$ cat config.mk
export PLATFORM = sky130hd
export DESIGN_NAME = traffic_display_driver
export DESIGN_NICKNAME = d
export VERILOG_FILES = /design/src/rtl/traffic_display_driver.sv
export SDC_FILE = /design/constraint.sdc
export NUM_CORES = 1
export LEC_CHECK = 0
export ABC_AREA = 1
export BUFFER_PORTS_ARGS = -buffer_cell sky130_fd_sc_hd__buf_2
export CAP_MARGIN = 10
export CORE_ASPECT_RATIO = 1.25
export CORE_MARGIN = 4
export CORE_UTILIZATION = 40
export CTS_BUF_LIST = sky130_fd_sc_hd__clkbuf_16
export CTS_CLUSTER_DIAMETER = 30
export DETAILED_ROUTE_END_ITERATION = 7
export PLACE_DENSITY = 0.58
export SLEW_MARGIN = 10
export SYNTH_ARGS = -nofsm -noshare
export SYNTH_HDL_FRONTEND = slang
export SYNTH_SLANG_ARGS = --single-unit
$ cat constraint.sdc
create_clock -name strt_clk -period 2.2 [get_ports strt_clk]
set_input_delay 0.11 -clock strt_clk [delete_from_list [all_inputs] [get_ports strt_clk]]
set_output_delay 0.11 -clock strt_clk [all_outputs]
set_load 0.02 [all_outputs]
$ cat src/rtl/traffic_display_driver.sv
// Lamp LEDs, illegal-code flag and two-digit multiplexed 7-segment countdown display.
// Optional: define TRAFFIC_DISPLAY_LASTSEC_FLASH_EN to flash digits during the last green seconds.
module traffic_display_driver #(
  parameter int unsigned REFRESH_DIV    = 50000,
  parameter int unsigned BLINK_DIV      = 12500000,
  parameter bit          SEG_ACTIVE_LOW = 1'b1
) (
  input  logic       strt_clk,
  input  logic       reset_n,
  input  logic [2:0] light,
  input  logic [4:0] remaining_time,
  output logic [6:0] seg,
  output logic [1:0] an,
  output logic       led_r,
  output logic       led_y,
  output logic       led_g,
  output logic       err
);

  localparam int unsigned RefW   = (REFRESH_DIV > 2) ? $clog2(REFRESH_DIV) : 1;
  localparam int unsigned BlinkW = (BLINK_DIV > 2) ? $clog2(BLINK_DIV) : 1;
  localparam logic [RefW-1:0]   RefMax   = RefW'(REFRESH_DIV - 1);
  localparam logic [BlinkW-1:0] BlinkMax = BlinkW'(BLINK_DIV - 1);
  localparam logic [6:0] SegInv = {7{SEG_ACTIVE_LOW}};
  localparam logic [1:0] AnInv  = {2{SEG_ACTIVE_LOW}};

  logic [2:0]        light_q, light_prev_q;
  logic [4:0]        time_q;
  logic [RefW-1:0]   ref_cnt_q, ref_cnt_d;
  logic              digit_sel_q, digit_sel_d;
  logic [BlinkW-1:0] blink_cnt_q, blink_cnt_d;
  logic              blink_phase_q, blink_phase_d;
  logic [6:0]        seg_q, seg_d, seg_hi;
  logic [1:0]        an_q, an_d;
  logic              led_r_d, led_y_d, led_g_d, err_d;
  logic              led_r_q, led_y_q, led_g_q, err_q;
  logic              one_hot, resync;
  logic [1:0]        tens;
  logic [3:0]        units;

  function automatic logic [6:0] seg_pat(input logic [3:0] d);
    logic [6:0] p;
    case (d)
      4'd0:    p = 7'b0111111;
      4'd1:    p = 7'b0000110;
      4'd2:    p = 7'b1011011;
      4'd3:    p = 7'b1001111;
      4'd4:    p = 7'b1100110;
      4'd5:    p = 7'b1101101;
      4'd6:    p = 7'b1111101;
      4'd7:    p = 7'b0000111;
      4'd8:    p = 7'b1111111;
      4'd9:    p = 7'b1101111;
      default: p = 7'b0000000;
    endcase
    return p;
  endfunction

  always_comb begin
    one_hot = (light_q == 3'b001) || (light_q == 3'b010) || (light_q == 3'b100);
    resync  = (light_q != light_prev_q);

    ref_cnt_d   = (ref_cnt_q == RefMax) ? '0 : ref_cnt_q + RefW'(1);
    digit_sel_d = digit_sel_q ^ (ref_cnt_q == RefMax);

    // A light change restarts the blink period lit, overriding a coincident wrap.
    blink_cnt_d   = blink_cnt_q + BlinkW'(1);
    blink_phase_d = blink_phase_q;
    if (resync) begin
      blink_cnt_d   = '0;
      blink_phase_d = 1'b1;
    end else if (blink_cnt_q == BlinkMax) begin
      blink_cnt_d   = '0;
      blink_phase_d = ~blink_phase_q;
    end

    tens  = 2'd0;
    units = 4'(time_q);
    if (time_q >= 5'd30) begin
      tens  = 2'd3;
      units = 4'(time_q - 5'd30);
    end else if (time_q >= 5'd20) begin
      tens  = 2'd2;
      units = 4'(time_q - 5'd20);
    end else if (time_q >= 5'd10) begin
      tens  = 2'd1;
      units = 4'(time_q - 5'd10);
    end

    if (!one_hot) begin
      seg_hi = 7'b1000000;
    end else if (digit_sel_q) begin
      seg_hi = (tens == 2'd0) ? 7'b0000000 : seg_pat({2'b00, tens});
    end else begin
      seg_hi = seg_pat(units);
    end
`ifdef TRAFFIC_DISPLAY_LASTSEC_FLASH_EN
    if (one_hot && (light_q == 3'b100) && (time_q <= 5'd3) && !blink_phase_d) begin
      seg_hi = 7'b0000000;
    end
`endif

    seg_d   = seg_hi ^ SegInv;
    an_d    = (digit_sel_q ? 2'b10 : 2'b01) ^ AnInv;
    err_d   = ~one_hot;
    led_r_d = (light_q == 3'b001);
    led_y_d = (light_q == 3'b010) && blink_phase_d;
    led_g_d = (light_q == 3'b100);
  end

  always_ff @(posedge strt_clk or negedge reset_n) begin
    if (!reset_n) begin
      light_q       <= 3'b000;
      light_prev_q  <= 3'b000;
      time_q        <= 5'd0;
      ref_cnt_q     <= '0;
      digit_sel_q   <= 1'b0;
      blink_cnt_q   <= '0;
      blink_phase_q <= 1'b1;
      seg_q         <= SegInv;
      an_q          <= AnInv;
      led_r_q       <= 1'b0;
      led_y_q       <= 1'b0;
      led_g_q       <= 1'b0;
      err_q         <= 1'b0;
    end else begin
      light_q       <= light;
      light_prev_q  <= light_q;
      time_q        <= remaining_time;
      ref_cnt_q     <= ref_cnt_d;
      digit_sel_q   <= digit_sel_d;
      blink_cnt_q   <= blink_cnt_d;
      blink_phase_q <= blink_phase_d;
      seg_q         <= seg_d;
      an_q          <= an_d;
      led_r_q       <= led_r_d;
      led_y_q       <= led_y_d;
      led_g_q       <= led_g_d;
      err_q         <= err_d;
    end
  end

  assign seg   = seg_q;
  assign an    = an_q;
  assign led_r = led_r_q;
  assign led_y = led_y_q;
  assign led_g = led_g_q;
  assign err   = err_q;

endmodule

==> run metrics <==
peak supply drop 388.3 µV; DRC 0; CTS Root Cell clkbuf_16; #FFs+latches synth 66; YS warnings 0; total gr overflow 0; Netlist cell types 40; Fin. Hold Viols 0; IO Port Bufs 22; Filler Cell Count 862; Max Buffers Root-to-Sink 2; worst slack at placement 62.31 ps; worst-path cell chain ha_1 -> nand2_1 -> nor2_2 -> nor2_4 -> nand2_1 -> nand2_1 -> nand2_2 -> ha_1 -> nor2_2 -> nand3b_1 -> nand2_1 -> nand2_1 -> nand2_1; First DRT Iteration DRCs 96; DR pass1 iterations 4; Avg Cell Area, Syn 8.567 µm²; Worst Hold Class input pin to asynchronous set/reset pin; die height 112.9 µm; DRT antenna net count 0; effective utilization at floorplan 0.4069; crit path kind register to register; period utilisation layout 0.9223; crit path max fanout 8; core area 8653 µm²; WHS 304.9 ps; Ant. Diodes 0; element type at the critical path start register; most used cell, CP nand2_1; required time worst endpoint 2460 ps; Slew Viols, Final 0; fin util 0.4948; All-Layer GR Usage 0.1493; Clk pwr share 0.485; global-route wire length before repair 12.36 mm; relative slew slack 0.7096; fmax 0.4928 GHz; min cycle time layout 2029 ps; Post-DP HPWL 5.210 mm; Seq/Total Area, Yosys 0.4726; kind of cell with the highest combined delay on the critical path simple AND/OR/NAND/NOR gates; footprint of the multi-input gates 1630 µm²; Post-Synthesis Cells 411; Net Sw Power 694.8 µW; largest net degree at the start of global routing 67; setup ws final 170.9 ps; CTS tree built; die area 10380 µm²; Total Neg Setup Slack 0 ps; drt total wl 7.251 mm; num ports 23; Synth Net Count 430; power per cell area 707.2 nW/µm²; htree depth 3; # setup viols final 0; P_int 2333 µW; Vias/cell 4.875; Max stage delay on crit path 480 ps; post-synthesis async set-or-reset flop share 1.000; clk sinks 66; leakage power total 0.001954 µW; CTS buffer count 9; Post-synth EDFFs 0; Setup crit end kind register; GP Congestion 0.8301; share of cells above drive strength 1 0.2323; Clock Pin Slew Worst Setup and Hold Paths 60 ps; cell with the largest stage delay on the worst path dfrtp_1; row cnt 38; vias 2852; Die Wd 91.92 µm; antenna violations before repair 0; Final Total Pwr 3028 µW; Layout Nets 479; outcome completed; Tightest Pin Transition 432.3 ps; vias in the first global route 2862; Clock Skew 10.89 ps; CP bufs+invs 0; Critical Path AT 2290 ps; Clk Latency, worst-skew pair 330 ps; FF+latch area 1667 µm²; top_reg_cell synth dfrtp_1; Comb power frac 0.093; area growth from synthesis to layout 21.61%; mapped cell area 3521 µm²; WL/cell 12.39 µm; Reg power frac 0.423; Sw Ratio 0.2295; max-cap check violation count 0
routing by layer:
| metal | up-vias | global-route usage | wire length (µm) |
|---|---|---|---|
| met5 | - | 0 | 0 |
| met4 | 0 | 0.08028 | 192 |
| met3 | 16 | 0.02859 | 185 |
| met2 | 43 | 0.2607 | 3787 |
| met1 | 1348 | 0.1718 | 3085 |
| li1 | 1445 | - | - |
metrics by stage:
| stage | cells | cell area, µm² |
|---|---|---|
| floorplan | 411 | 3521 |
| global placement | 555 | 3814 |
| detailed placement | 555 | 3814 |
| CTS | 580 | 4208 |
| global route | 585 | 4282 |
| finish | 585 | 4282 |
sequential cells by signal, summed over array words and instances (netlist names), 2 cells and up:
| register | cells |
|---|---|
| seg | 7 |
| blink_cnt_q | 24 |
| light_q | 3 |
| an | 2 |
| time_q | 5 |
| ref_cnt_q | 16 |
| light_prev_q | 3 |
kinds of logic after synthesis:
kind of cell / count (synthesis) / share of synthesized area
AO/OA/AOI/OAI: 37 / 0.06646
XOR/XNOR: 15 / 0.03731
adder cells (fa/ha/maj): 9 / 0.03198
buffers and inverters: 67 / 0.07321
flip-flops: 66 / 0.4726
AND/OR/NAND/NOR: 217 / 0.3184
synth_stat cells, types with 3 or more instances:
cell type  instances  area, µm²
dfrtp_1           56       1401
nor3_2             4      40.04
nand2_1           72      270.3
nand4_1            9      56.30
nand3_1           30      150.1
a21oi_1           14      70.07
nor4_1             8      50.05
nor2_4             6      67.56
dfstp_2           10      262.8
inv_1             55      206.5
nor2_1            42      157.7
nor2_2             6      37.54
nand2_2            4      25.02
o21ai_0            8      40.04
o21ai_1            4      20.02
inv_2              8      30.03
xor2_1            13      113.9
nand3_2            5      50.05
nor3_1            20      100.1
nor3b_2            3      37.54
ha_1               9      112.6
path summary, 6_finish.rpt:
path / slack (ps) / to / start / cells past startpoint
max: 170 / seg[3] / time_q[3] / 13
min: 300 / blink_cnt_q[13] / reset_n / 3
max reg2reg: 170 / seg[3] / time_q[3] / 13
min reg2reg: 460 / light_prev_q[2] / light_q[2] / 0
max in group asynchronous: 1530 / seg[5] / reset_n / 3
min in group strt_clk: 420 / time_q[3] / remaining_time[3] / 2
power groups by stage:
stage | sequential, µW | clock, µW | combinational [µW]
after global placement | 1300 | 0 | 252
after detailed placement | 1300 | 0 | 256
after global routing | 1280 | 1560 | 319
after floorplan | 1320 | 0 | 140
after CTS | 1280 | 1520 | 268
final | 1280 | 1470 | 281
layout make-up:
type / instances / area share
flip-flops and latches: 66 / 0.3892
multi-input cells: 278 / 0.3808
repair buffers: 41 / 0.06721
inverters: 64 / 0.05669
clock buffers: 9 / 0.05260
well taps: 120 / 0.03507
clock inverters: 7 / 0.01841
cells in the final DEF, fill, tap and decap left out, drive strengths merged, types with 3 or more instances in the layout:
master,synthesis,layout
a21oi,15,15
buf,3,32
clkbuf,0,9
clkinv,1,3
dfrtp,56,56
dfstp,10,10
dlygate4sd3,0,9
ha,9,9
inv,63,66
nand2,77,77
nand3,35,35
nand4,9,9
nor2,54,54
nor3,26,26
nor3b,5,5
nor4,8,8
o21ai,13,13
xor2,13,13
worst register-to-register path, cell delays in order (launching register included):
cell and delay, ps:
dfrtp_1 480, ha_1 230, nand2_1 80, nor2_2 60, nor2_4 190, nand2_1 110, nand2_1 100, nand2_2 70
ha_1 290, nor2_2 90, nand3b_1 110, nand2_1 50, nand2_1 50, nand2_1 50
repair_timing:
item                                    4_1_cts  5_1_grt
hold buffers                                  9        0
endpoints found under the setup margin        0        7
buffers inserted                              0        5
hold endpoints to repair                     64        0
gates resized for setup                       0       13
(Power assumes the default switching activity.)
